===== src/rtl/i2c_reg_sequencer.sv =====
// Wishbone sequencer for an i2c_master_top core: runs the prescale/enable init, then turns
// single-byte register read/write commands into complete I2C transactions.
//
// state     | meaning
// S_INIT    | three init writes (PRERlo, PRERhi, CTR enable)
// S_IDLE    | cmd_ready high, waiting for a command
// S_TXR     | write TXR for the current byte phase
// S_CR      | write CR for the current byte phase
// S_WAIT    | settle / spacing delay before the next SR poll
// S_POLL    | read SR, check TIP and flags
// S_RXR     | read the received byte
// S_AB_CR   | write CR=STO after NACK or timeout
// S_AB_WAIT | delay before the next abort SR poll
// S_AB_POLL | read SR until the STOP has finished
// S_DONE    | rsp_valid pulse
module i2c_reg_sequencer #(
  parameter logic [15:0] PRESCALE   = 16'd95,
  parameter logic [6:0]  SLAVE_ADDR = 7'h3C,
  parameter logic [15:0] POLL_LIMIT = 16'hFFFF
) (
  input  logic       clk,
  input  logic       rst,
  input  logic       cmd_valid,
  output logic       cmd_ready,
  input  logic       cmd_rnw,
  input  logic [7:0] cmd_reg,
  input  logic [7:0] cmd_wdata,
  output logic       rsp_valid,
  output logic [7:0] rsp_rdata,
  output logic [1:0] rsp_status,
  output logic [2:0] wb_adr_o,
  output logic [7:0] wb_dat_o,
  output logic       wb_we_o,
  output logic       wb_stb_o,
  output logic       wb_cyc_o,
  input  logic [7:0] wb_dat_i,
  input  logic       wb_ack_i
);

  typedef enum logic [3:0] {
    S_INIT, S_IDLE, S_TXR, S_CR, S_WAIT, S_POLL, S_RXR,
    S_AB_CR, S_AB_WAIT, S_AB_POLL, S_DONE
  } state_t;

  state_t      state, state_n;
  logic [1:0]  init_idx, init_idx_n;
  logic [1:0]  ph, ph_n;
  logic        rnw_q, rnw_n;
  logic [7:0]  reg_q, reg_n;
  logic [7:0]  wdata_q, wdata_n;
  logic [2:0]  timer, timer_n;
  logic [15:0] poll_cnt, poll_cnt_n;
  logic [1:0]  status_n;
  logic [7:0]  rdata_n;
  logic [2:0]  adr_n;
  logic [7:0]  dat_n;
  logic        we_n, cyc_n;

  logic        bus_state, bus_we, acked, rd_byte;
  logic [2:0]  bus_adr;
  logic [7:0]  bus_dat, txr_dat, cr_dat;
  logic [1:0]  last_ph;

  assign cmd_ready = (state == S_IDLE);
  assign rsp_valid = (state == S_DONE);
  assign wb_stb_o  = wb_cyc_o;
  assign rd_byte   = rnw_q && (ph == 2'd3);
  assign last_ph   = rnw_q ? 2'd3 : 2'd2;

  always_comb begin
    txr_dat = {SLAVE_ADDR, 1'b0};
    cr_dat  = 8'h90;
    case (ph)
      2'd1: begin txr_dat = reg_q; cr_dat = 8'h10; end
      2'd2: begin
        txr_dat = rnw_q ? {SLAVE_ADDR, 1'b1} : wdata_q;
        cr_dat  = rnw_q ? 8'h90 : 8'h50;
      end
      2'd3: cr_dat = 8'h68;
      default: ;
    endcase
  end

  // what the current state puts on the bus, if it is a bus state
  always_comb begin
    bus_state = 1'b1;
    bus_adr   = 3'd4;
    bus_dat   = 8'h00;
    bus_we    = 1'b0;
    case (state)
      S_INIT: begin
        bus_adr = {1'b0, init_idx};
        bus_we  = 1'b1;
        case (init_idx)
          2'd0:    bus_dat = PRESCALE[7:0];
          2'd1:    bus_dat = PRESCALE[15:8];
          default: bus_dat = 8'h80;
        endcase
      end
      S_TXR:     begin bus_adr = 3'd3; bus_dat = txr_dat; bus_we = 1'b1; end
      S_CR:      begin bus_dat = cr_dat; bus_we = 1'b1; end
      S_AB_CR:   begin bus_dat = 8'h40; bus_we = 1'b1; end
      S_RXR:     bus_adr = 3'd3;
      S_POLL, S_AB_POLL: ;
      default:   bus_state = 1'b0;
    endcase
  end

  always_comb begin
    state_n    = state;
    init_idx_n = init_idx;
    ph_n       = ph;
    rnw_n      = rnw_q;
    reg_n      = reg_q;
    wdata_n    = wdata_q;
    timer_n    = timer;
    poll_cnt_n = poll_cnt;
    status_n   = rsp_status;
    rdata_n    = rsp_rdata;
    adr_n      = wb_adr_o;
    dat_n      = wb_dat_o;
    we_n       = wb_we_o;
    cyc_n      = wb_cyc_o;
    acked      = 1'b0;

    // cyc low in a bus state means the previous access has fully ended, so launch
    if (bus_state) begin
      if (!wb_cyc_o) begin
        cyc_n = 1'b1;
        adr_n = bus_adr;
        dat_n = bus_dat;
        we_n  = bus_we;
      end else if (wb_ack_i) begin
        cyc_n = 1'b0;
        adr_n = 3'd0;
        dat_n = 8'h00;
        we_n  = 1'b0;
        acked = 1'b1;
      end
    end

    case (state)
      S_INIT: if (acked) begin
        if (init_idx == 2'd2) begin
          init_idx_n = 2'd0;
          state_n    = S_IDLE;
        end else begin
          init_idx_n = init_idx + 2'd1;
        end
      end
      S_IDLE: if (cmd_valid) begin
        rnw_n    = cmd_rnw;
        reg_n    = cmd_reg;
        wdata_n  = cmd_wdata;
        status_n = 2'b00;
        rdata_n  = 8'h00;
        ph_n     = 2'd0;
        state_n  = S_TXR;
      end
      S_TXR: if (acked) state_n = S_CR;
      S_CR: if (acked) begin
        timer_n    = 3'd3;
        poll_cnt_n = POLL_LIMIT;
        state_n    = S_WAIT;
      end
      S_WAIT: begin
        if (timer == 3'd0) state_n = S_POLL;
        else               timer_n = timer - 3'd1;
      end
      S_POLL: if (acked) begin
        if (wb_dat_i[1]) begin
          if (poll_cnt <= 16'd1) begin
            status_n = 2'b10;
            state_n  = S_AB_CR;
          end else begin
            poll_cnt_n = poll_cnt - 16'd1;
            timer_n    = 3'd7;
            state_n    = S_WAIT;
          end
        end else if (wb_dat_i[5]) begin
          status_n = 2'b11;
          state_n  = S_DONE;
        end else if (wb_dat_i[7] && !rd_byte) begin
          status_n = 2'b01;
          state_n  = S_AB_CR;
        end else if (ph == last_ph) begin
          state_n = rnw_q ? S_RXR : S_DONE;
        end else begin
          ph_n    = ph + 2'd1;
          state_n = (rnw_q && ph == 2'd2) ? S_CR : S_TXR;
        end
      end
      S_RXR: if (acked) begin
        rdata_n = wb_dat_i;
        state_n = S_DONE;
      end
      S_AB_CR: if (acked) begin
        timer_n = 3'd3;
        state_n = S_AB_WAIT;
      end
      S_AB_WAIT: begin
        if (timer == 3'd0) state_n = S_AB_POLL;
        else               timer_n = timer - 3'd1;
      end
      S_AB_POLL: if (acked) begin
        if (wb_dat_i[1]) begin
          timer_n = 3'd7;
          state_n = S_AB_WAIT;
        end else begin
          state_n = S_DONE;
        end
      end
      S_DONE:  state_n = S_IDLE;
      default: state_n = S_INIT;
    endcase
  end

  always_ff @(posedge clk) begin
    if (rst) begin
      state      <= S_INIT;
      init_idx   <= 2'd0;
      ph         <= 2'd0;
      rnw_q      <= 1'b0;
      reg_q      <= 8'h00;
      wdata_q    <= 8'h00;
      timer      <= 3'd0;
      poll_cnt   <= 16'd0;
      rsp_status <= 2'b00;
      rsp_rdata  <= 8'h00;
      wb_adr_o   <= 3'd0;
      wb_dat_o   <= 8'h00;
      wb_we_o    <= 1'b0;
      wb_cyc_o   <= 1'b0;
    end else begin
      state      <= state_n;
      init_idx   <= init_idx_n;
      ph         <= ph_n;
      rnw_q      <= rnw_n;
      reg_q      <= reg_n;
      wdata_q    <= wdata_n;
      timer      <= timer_n;
      poll_cnt   <= poll_cnt_n;
      rsp_status <= status_n;
      rsp_rdata  <= rdata_n;
      wb_adr_o   <= adr_n;
      wb_dat_o   <= dat_n;
      wb_we_o    <= we_n;
      wb_cyc_o   <= cyc_n;
    end
  end

endmodule


===== config.mk =====
export PLATFORM = sky130hd
export DESIGN_NAME = i2c_reg_sequencer
export DESIGN_NICKNAME = d
export VERILOG_FILES = /design/src/rtl/i2c_reg_sequencer.sv
export SDC_FILE = /design/constraint.sdc
export NUM_CORES = 1
export LEC_CHECK = 0
export ABC_AREA = 1
export ABC_CLOCK_PERIOD_IN_PS = 1650
export CAP_MARGIN = 20
export CORE_AREA = 2 2 98 138
export CTS_CLUSTER_DIAMETER = 30
export CTS_CLUSTER_SIZE = 24
export DETAILED_ROUTE_END_ITERATION = 7
export DIE_AREA = 0 0 100 140
export MAX_ROUTING_LAYER = met4
export PLACE_DENSITY = 0.61
export SYNTH_ARGS = -nofsm -noshare
export SYNTH_HDL_FRONTEND = slang
export SYNTH_SLANG_ARGS = --single-unit

===== constraint.sdc =====
create_clock -name clk -period 1.65 [get_ports clk]
set_input_delay 0.33 -clock clk [delete_from_list [all_inputs] [get_ports clk]]
set_output_delay 0.33 -clock clk [all_outputs]
set_load 0.005 [all_outputs]

### Yosys cells after proc, flatten, opt, wreduce, memory -nomap -nowiden

Cells that the tools add are included.

| word-level totals | value |
|---|---|
| register bits | 67 |
| bits of input ports | 29 |
| output and inout bits | 26 |

| operators by class | value |
|---|---|
| add/sub/neg operators | 4 |
| $lt $le $gt $ge | 1 |
| equality and inequality tests | 39 |
| multiplexer cells | 71 |
| reductions and logical operators | 25 |

Operators by type and width:

| operator | number |
|---|---|
| 16-bit 2-to-1 mux | 4 |
| 4-bit 2-to-1 mux | 16 |
| 8-bit 2-to-1 mux | 6 |
| 8-bit case mux with 2 select lines | 3 |
| 4-bit case mux with 11 select lines | 1 |
| 2-bit inequality test, second input constant | 19 |
| 16-bit case mux with 2 select lines | 1 |
| 8-bit case mux with 4 select lines | 1 |
| 2-bit 2-to-1 mux | 14 |
| 3-bit 2-to-1 mux | 9 |
| 8-bit case mux with 3 select lines | 1 |
| 4-bit by 3-bit equality test with 1-bit output, second input constant | 4 |
| 16-bit by 1-bit <= comparator with 1-bit output, second input constant | 1 |
| 16-bit by 1-bit subtractor with 16-bit output, second input constant | 1 |
| 4-bit equality test, second input constant | 3 |
| 3-bit case mux with 4 select lines | 1 |
| 1-bit 2-to-1 mux | 11 |
| 11-bit AND reduction | 1 |
| 5-bit AND reduction | 2 |
| 4-bit by 2-bit equality test with 1-bit output, second input constant | 2 |
| 2-bit case mux with 2 select lines | 2 |
| 8-bit AND reduction | 1 |
| 7-bit AND reduction | 1 |
| 7-bit OR reduction | 1 |
| 21 further kinds | 34 |

### Logic depth before layout (Yosys ltp)

Gate-level depths: netlist of run 1.

| logic depth | value |
|---|---|
| depth after elaboration | 9 |
| depth in mapped cells | 14 |
| gate-level depth less buffers | 14 |

### Worst setup path before layout of run 1

No wires, ideal clock.

| path | value |
|---|---|
| path type | reg-to-reg |
| from | reg poll_cnt[0] |
| to | reg poll_cnt[10] |
| arrival | 1.522 ns |
| data required time | 1.580 ns |
| slack | 0.058 ns |
| stages on the path, launching flop included | 14 |
| clock period less this slack | 1.592 ns |
| cell sequence | dfxtp_1 > inv_1 > ha_1 > inv_1 > nand2_1 > nand2_1 > nor2_1 > nand2_1 > nand2_1 > nand2_2 > nand2_4 > buf_4 > nand2_1 > a21oi_1 |

| on the way | value |
|---|---|
| cells in the longest elaborated chain, start to end | 5 |

Ends and longest elaborated chain:

| what | RTL line | RTL |
|---|---|---|
| start: declaration | 52 | `logic [15:0] poll_cnt, poll_cnt_n;` |
| start signal: assignment | 242 | `poll_cnt <= poll_cnt_n;` |
| 16-bit by 1-bit subtractor with 16-bit output | 176 | `poll_cnt_n = poll_cnt - 16'd1;` |
| 16-bit 2-to-1 mux | 172 | `if (poll_cnt <= 16'd1) begin` |
| 16-bit 2-to-1 mux | 171 | `if (wb_dat_i[1]) begin` |
| 16-bit 2-to-1 mux | 170 | `S_POLL: if (acked) begin` |
| 16-bit case mux with 2 select lines | 142 | `case (state)` |

Parallel ways exist; a longest one is shown, timed or not. The select of a mux whose other input is x is not followed.
A chain may end at the register's enable or synchronous reset.

### Worst setup path after layout of run 1

| path | value |
|---|---|
| from | reg state[1] |
| to | reg state[2] |

| on the way | value |
|---|---|
| cells in the longest elaborated chain, start to end | 6 |

Ends and longest elaborated chain:

| what | RTL line | RTL |
|---|---|---|
| start: declaration | 45 | `state_t state, state_n;` |
| start signal: assignment | 235 | `state <= state_n;` |
| 4-bit equality test, or another cell as far along | 90, 142 |  |
| 7-bit OR reduction (no line) | n/a |  |
| 1-bit 2-to-1 mux | 90 | `case (state)` |
| 1-bit 2-to-1 mux | 127 | `if (bus_state) begin` |
| 2-bit inequality test (no line) | n/a |  |
| 11-bit AND reduction (no line) | n/a |  |

Parallel ways exist; a longest one is shown, timed or not.

==> results of run 1 <==
final cells by class:
cell class | count | share of cell area (%)
flip-flops and latches | 67 | 24.4
inverters | 60 | 4.23
clock buffers | 10 | 4.30
clock inverters | 6 | 1.60
well taps | 153 | 3.44
multi-input cells | 431 | 40.8
repair buffers | 129 | 21.2
worst paths after layout:
kind	startpoint	endpoint	slack (ns)	cells after the start
max	state[1]$_SDFFE_PP0P_	state[2]$_SDFFE_PP0P_	0.04	9
min	wdata_q[4]$_SDFFE_PP0P_	wdata_q[4]$_SDFFE_PP0P_	0.44	2
max reg2reg	state[1]$_SDFFE_PP0P_	state[2]$_SDFFE_PP0P_	0.04	9
min reg2reg	wdata_q[4]$_SDFFE_PP0P_	wdata_q[4]$_SDFFE_PP0P_	0.44	2
sequential cells by signal, indices dropped and copies added (netlist names):
| register | cells |
|---|---|
| wdata_q | 8 |
| rnw_q | 1 |
| rsp_rdata | 8 |
| init_idx | 2 |
| wb_we_o | 1 |
| reg_q | 8 |
| ph | 2 |
| wb_dat_o | 8 |
| poll_cnt | 16 |
| wb_adr_o | 3 |
| timer | 3 |
| rsp_status | 2 |
| state | 4 |
| wb_cyc_o | 1 |
worst reg2reg max path, stage by stage, from the launching register on:
cell and delay [ns]:
dfxtp_2 0.33, inv_2 0.10, nand2_4 0.10, buf_4 0.16, nor3_1 0.33, nor2_1 0.12
nand3_2 0.14, inv_2 0.07, nand2_1 0.07, a21oi_1 0.07
cells in the mapped netlist, types with 2 or more instances:
library cell / count / area, um^2
o21bai_1: 3 / 22.5
ha_1: 8 / 100
nor3_1: 2 / 10.0
inv_2: 7 / 26.3
o211ai_1: 3 / 22.5
nor2_1: 59 / 221
a21oi_1: 74 / 370
o22ai_1: 3 / 18.8
nand2_1: 151 / 567
nor2_4: 2 / 22.5
or2_2: 4 / 25.0
o21ai_1: 5 / 25.0
nand2_2: 3 / 18.8
nand2_4: 3 / 33.8
buf_4: 3 / 22.5
nand4_1: 4 / 25.0
clkbuf_1: 10 / 37.5
nand3_1: 56 / 280
inv_1: 52 / 195
nand3b_1: 6 / 45.0
buf_2: 6 / 30.0
nor2_2: 4 / 25.0
o21ai_0: 30 / 150
dfxtp_1: 67 / 1340
report_power, final:
group	internal [mW]	switching [mW]	leakage, nW	total (mW)
registers	1.79	0.0984	0.547	1.89
logic	0.649	0.729	1.66	1.38
clock network	1.36	0.756	0.155	2.12
stage by stage:
stage	util, %	std cells	hold WS [ns]	worst slack (ns)	total power, mW
after floorplan	-	577	0.420	0.0576	2.58
after global placement	38.5	829	0.430	-0.174	3.22
after detailed placement	38.5	829	0.440	-0.211	3.25
after CTS	42.0	851	0.444	-0.00405	5.36
after global routing	43.6	856	0.466	-0.0513	5.67
final	43.6	856	0.445	0.0390	5.38
logic make-up after synthesis:
kind of cell               count (synthesis)  synth area share (%)
and+or+nand+nor                          297                  35.0
AOI/OAI and AO/OA                        123                  17.5
buffers and inverters                     80                  8.69
DFF                                       67                  35.7
adders and majority gates                  8                  2.66
xor gates and xnor gates                   2                 0.466
cells in the final DEF, fill, tap and decap left out, types with 3 or more instances in the layout:
master and instances:
nand3_1 53, ha_1 4, nand2_1 140, nand3_2 4, o21ai_0 29, buf_4 64
inv_2 7, nand2_2 10, o21ai_1 5, nor2_2 8, a21oi_1 72, o211ai_1 3
or2_2 4, nor2_4 6, o22ai_1 3, clkbuf_16 9, dfxtp_1 60, inv_1 48
inv_4 4, buf_6 7, nand3b_1 6, a21oi_2 3, nand2_4 6, dfxtp_2 5
o21bai_1 3, buf_12 4, nor2_1 51, nand4_1 4, clkdlybuf4s50_1 50
what timing repair did:
item,CTS,global route
gates cloned,2,0
pin swaps,5,13
resized for setup,24,49
setup endpoints to repair,32,45
buffers inserted,4,5
metal layers:
layer	GRT usage (%)	up-vias	share of wire (%)
li1	-	2123	-
met1	17.7	1936	38
met2	31.9	121	53
met3	3.74	48	3.7
met4	12.2	0	5.7
met5	-	-	0
==> run metrics, run 1 <==
Pre-antenna DRT Iters 4; TritonCTS Buffers 9; later-pin clock latency in the skew report 0.34 ns; number of core rows 49; DR vias 4,228; Final Hold Viols 0; worst setup path class reg2reg; syn_area_per_cell 6.51 um^2; min cycle time layout 1.61 ns; count of different cell masters after synthesis 36; Synth Cell Area 0.00376 mm^2; area of the multi-input gates 0.00227 mm^2; die span in y 140 um; clk sinks 67; dpl cell area 0.00491 mm^2; cell mode on critical path inv_2; fin area 0.00556 mm^2; Post-DP HPWL 8.88 mm; yosys warns 0; share of cells above drive strength 1 22.9%; hold_buf cts 0; antenna violations before repair 0; VDD IR max 0.000575 V; clock skew 0.00679 ns; Starting DRT DRC Count 180; io pins 55; Top FF cell, synth dfxtp_1; DRC 0; CP max-delay cell dfxtp_2; Root Buffer clkbuf_16; Leak Pwr 2.36 nW; RSZ-0062 raised after global routing true; RD Place Congestion 0.928; die area 0.0140 mm^2; HP Class reg2reg; port bufs 54; Mapped Cells 577; ANT nets after route 0; count of flip-flops with a built-in enable after synthesis 0; largest net degree at the start of global routing 42; CTS tree yes; final setup vio count 0; fin. max-slew vios 0; CP startpoint kind flip-flop; CP arrival 1.83 ns; Bufs on Longest Clock Path 2; Yosys reg bits 67; setup tns final 0 ns; sequential area share after synthesis 35.7%; Top Family by Delay on Critical Path simple AND/OR/NAND/NOR gates; Core Area 0.0128 mm^2; vias in the first global route 4,373; FMAX 621 MHz; syn_nets 614; critical path required time 1.87 ns; WL/cell 14.1 um; Clk pin slew, worst setup/hold paths 0.06 ns; final wirelength 12.0 mm; Async SR Flop Fraction 0%; H-Tree Depth 3; Total Nets Final 735; Worst-Margin Slew 0.359 ns; vias per cell 4.94; total gr overflow 0; die span in x 100 um; Starting Density 29.5%; status completed; Worst Path Buf+Inv 3; slew margin rel. 75.9%; Crit path largest cell delay 0.33 ns; fillers 1,303; worst-path maximum fanout 5; GRT Overall Usage 18.1%; Pwr Density 969 mW/mm^2; crit-path cells inv_2 -> nand2_4 -> buf_4 -> nor3_1 -> nor2_1 -> nand3_2 -> inv_2 -> nand2_1 -> a21oi_1; synth-to-layout area growth 48.0%; first-pass GRT wire length 19.7 mm; Max-cap violations 0; Critical Path End Type flip-flop; final worst-path cycle share 97.6%; diode count 0; register area 0.00136 mm^2
Note: power is estimated with default switching activity, not from simulation.
==> run 2, diff against run 1 <==
- MAX_ROUTING_LAYER: met4 -> default
- RECOVER_POWER: default -> 100
==> run metrics, run 2 (synthesis gave the netlist of run 1 again) <==
final core utilization 43.8%; port bufs 54; Pre-antenna DRT Iters 5; Pwr Density 928 mW/mm^2; DRC 0; worst-path maximum fanout 7; worst setup path class reg2reg; Starting DRT DRC Count 184; slew margin rel. 75.1%; die area 0.0140 mm^2; status completed; CP max-delay cell dfxtp_4; Largest Register poll_cnt; die span in y 140 um; io pins 55; RD Place Congestion 0.917; RSZ-0062 raised after global routing true; Crit path largest cell delay 0.37 ns; largest net degree at the start of global routing 42; share of cells above drive strength 1 24.2%; Leak Pwr 2.37 nW; HP Class reg2reg; Max-cap violations 0; FMAX 620 MHz; clk sinks 67; later-pin clock latency in the skew report 0.35 ns; final wirelength 12.2 mm; number of core rows 49; crit-path cells inv_2 -> buf_6 -> nand2_8 -> inv_4 -> nand2_4 -> o21ai_2 -> o21ai_1 -> a21oi_2 -> nand2_1 -> nand2_1 -> nor2_1; clock skew 0.0100 ns; R2R Setup Slk 0.04 ns; GRT Overall Usage 17.5%; total gr overflow 0; min cycle time layout 1.61 ns; CP startpoint kind flip-flop; Root Buffer clkbuf_16; max FFs per register 16; CTS tree yes; antenna violations before repair 0; Worst-Margin Slew 0.372 ns; final setup vio count 0; hold_buf cts 0; most frequent cells in the layout nand2_1, a21oi_1, buf_4; synth-to-layout area growth 48.5%; ANT nets after route 0; final worst-path cycle share 97.7%; diode count 0; Bufs on Longest Clock Path 2; VDD IR max 0.000644 V; H-Tree Depth 3; die span in x 100 um; Final Hold Viols 0; TritonCTS Buffers 9; setup tns final 0 ns; CP arrival 1.85 ns; fin. max-slew vios 0; Critical Path End Type flip-flop; vias in the first global route 4,244; critical path required time 1.89 ns; Core Area 0.0128 mm^2; cell mode on critical path nand2_1; WL/cell 14.2 um; vias per cell 4.96; Total Nets Final 738; Clk pin slew, worst setup/hold paths 0.06 ns; Starting Density 29.5%; DR vias 4,262; most common cell after layout, fill and taps aside nand2_1; first-pass GRT wire length 19.4 mm; Post-DP HPWL 8.77 mm
-- run 2: worst paths after layout --
path,startpoint,endpoint,depth (start not counted)
worst max-delay path,state[3]$_SDFFE_PP0P_,ph[1]$_SDFFE_PP0P_,11
worst min-delay path,wdata_q[1]$_SDFFE_PP0P_,wdata_q[1]$_SDFFE_PP0P_,2
worst max register to register,state[3]$_SDFFE_PP0P_,ph[1]$_SDFFE_PP0P_,11
worst min register to register,wdata_q[1]$_SDFFE_PP0P_,wdata_q[1]$_SDFFE_PP0P_,2
-- run 2: routing by layer --
| metal | track usage [%] | vias to the layer above | wire [um] |
|---|---|---|---|
| li1 | - | 2142 | - |
| met1 | 17.1 | 1964 | 4480 |
| met2 | 32.7 | 116 | 6680 |
| met3 | 3.44 | 40 | 471 |
| met4 | 11.2 | 0 | 605 |
| met5 | 0 | - | 0 |
-- run 2: power by group --
part	switching [mW]	internal, mW	total (mW)	leakage (nW)
sequential	0.0949	1.79	1.88	0.547
combinational	0.768	0.662	1.43	1.69
clock	0.794	1.07	1.86	0.136
-- run 2: what timing repair did --
| action | in CTS | in global routing |
|---|---|---|
| buffers inserted | 4 | 9 |
| cloned | 0 | 3 |
| setup endpoints to repair | 31 | 52 |
| pin swaps | 4 | 13 |
| resized for setup | 20 | 60 |
| hold endpoints to repair | 0 | 0 |
-- run 2: area by class of cell --
class,instances,area (um^2)
fillers,1306,7170
multi-input cells,432,2310
flip-flops and latches,67,1360
repair buffers,131,1210
clock buffers,10,239
inverters,60,230
well taps,153,191
clock inverters,6,46.3
-- run 2: worst max-delay path: cells and delay by family, from the launching register on --
family	cells	cell delay, ns
compound gates	3	0.50
flops	1	0.37
simple gates	5	0.33
buf+inv	3	0.29
-- run 2: stage by stage --
| step | setup slack, ns | power [mW] | area [um^2] | hold WS, ns | instances |
|---|---|---|---|---|---|
| final | 0.0382 | 5.18 | 5580 | 0.450 | 859 |
| after global routing | -0.0323 | 5.46 | 5580 | 0.466 | 859 |
| after CTS | -0.00187 | 5.12 | 5260 | 0.442 | 847 |
| after detailed placement | -0.206 | 3.23 | 4880 | 0.449 | 827 |
| after global placement | -0.177 | 3.20 | 4880 | 0.430 | 827 |
| after floorplan | 0.0576 | 2.58 | 3760 | 0.420 | 577 |
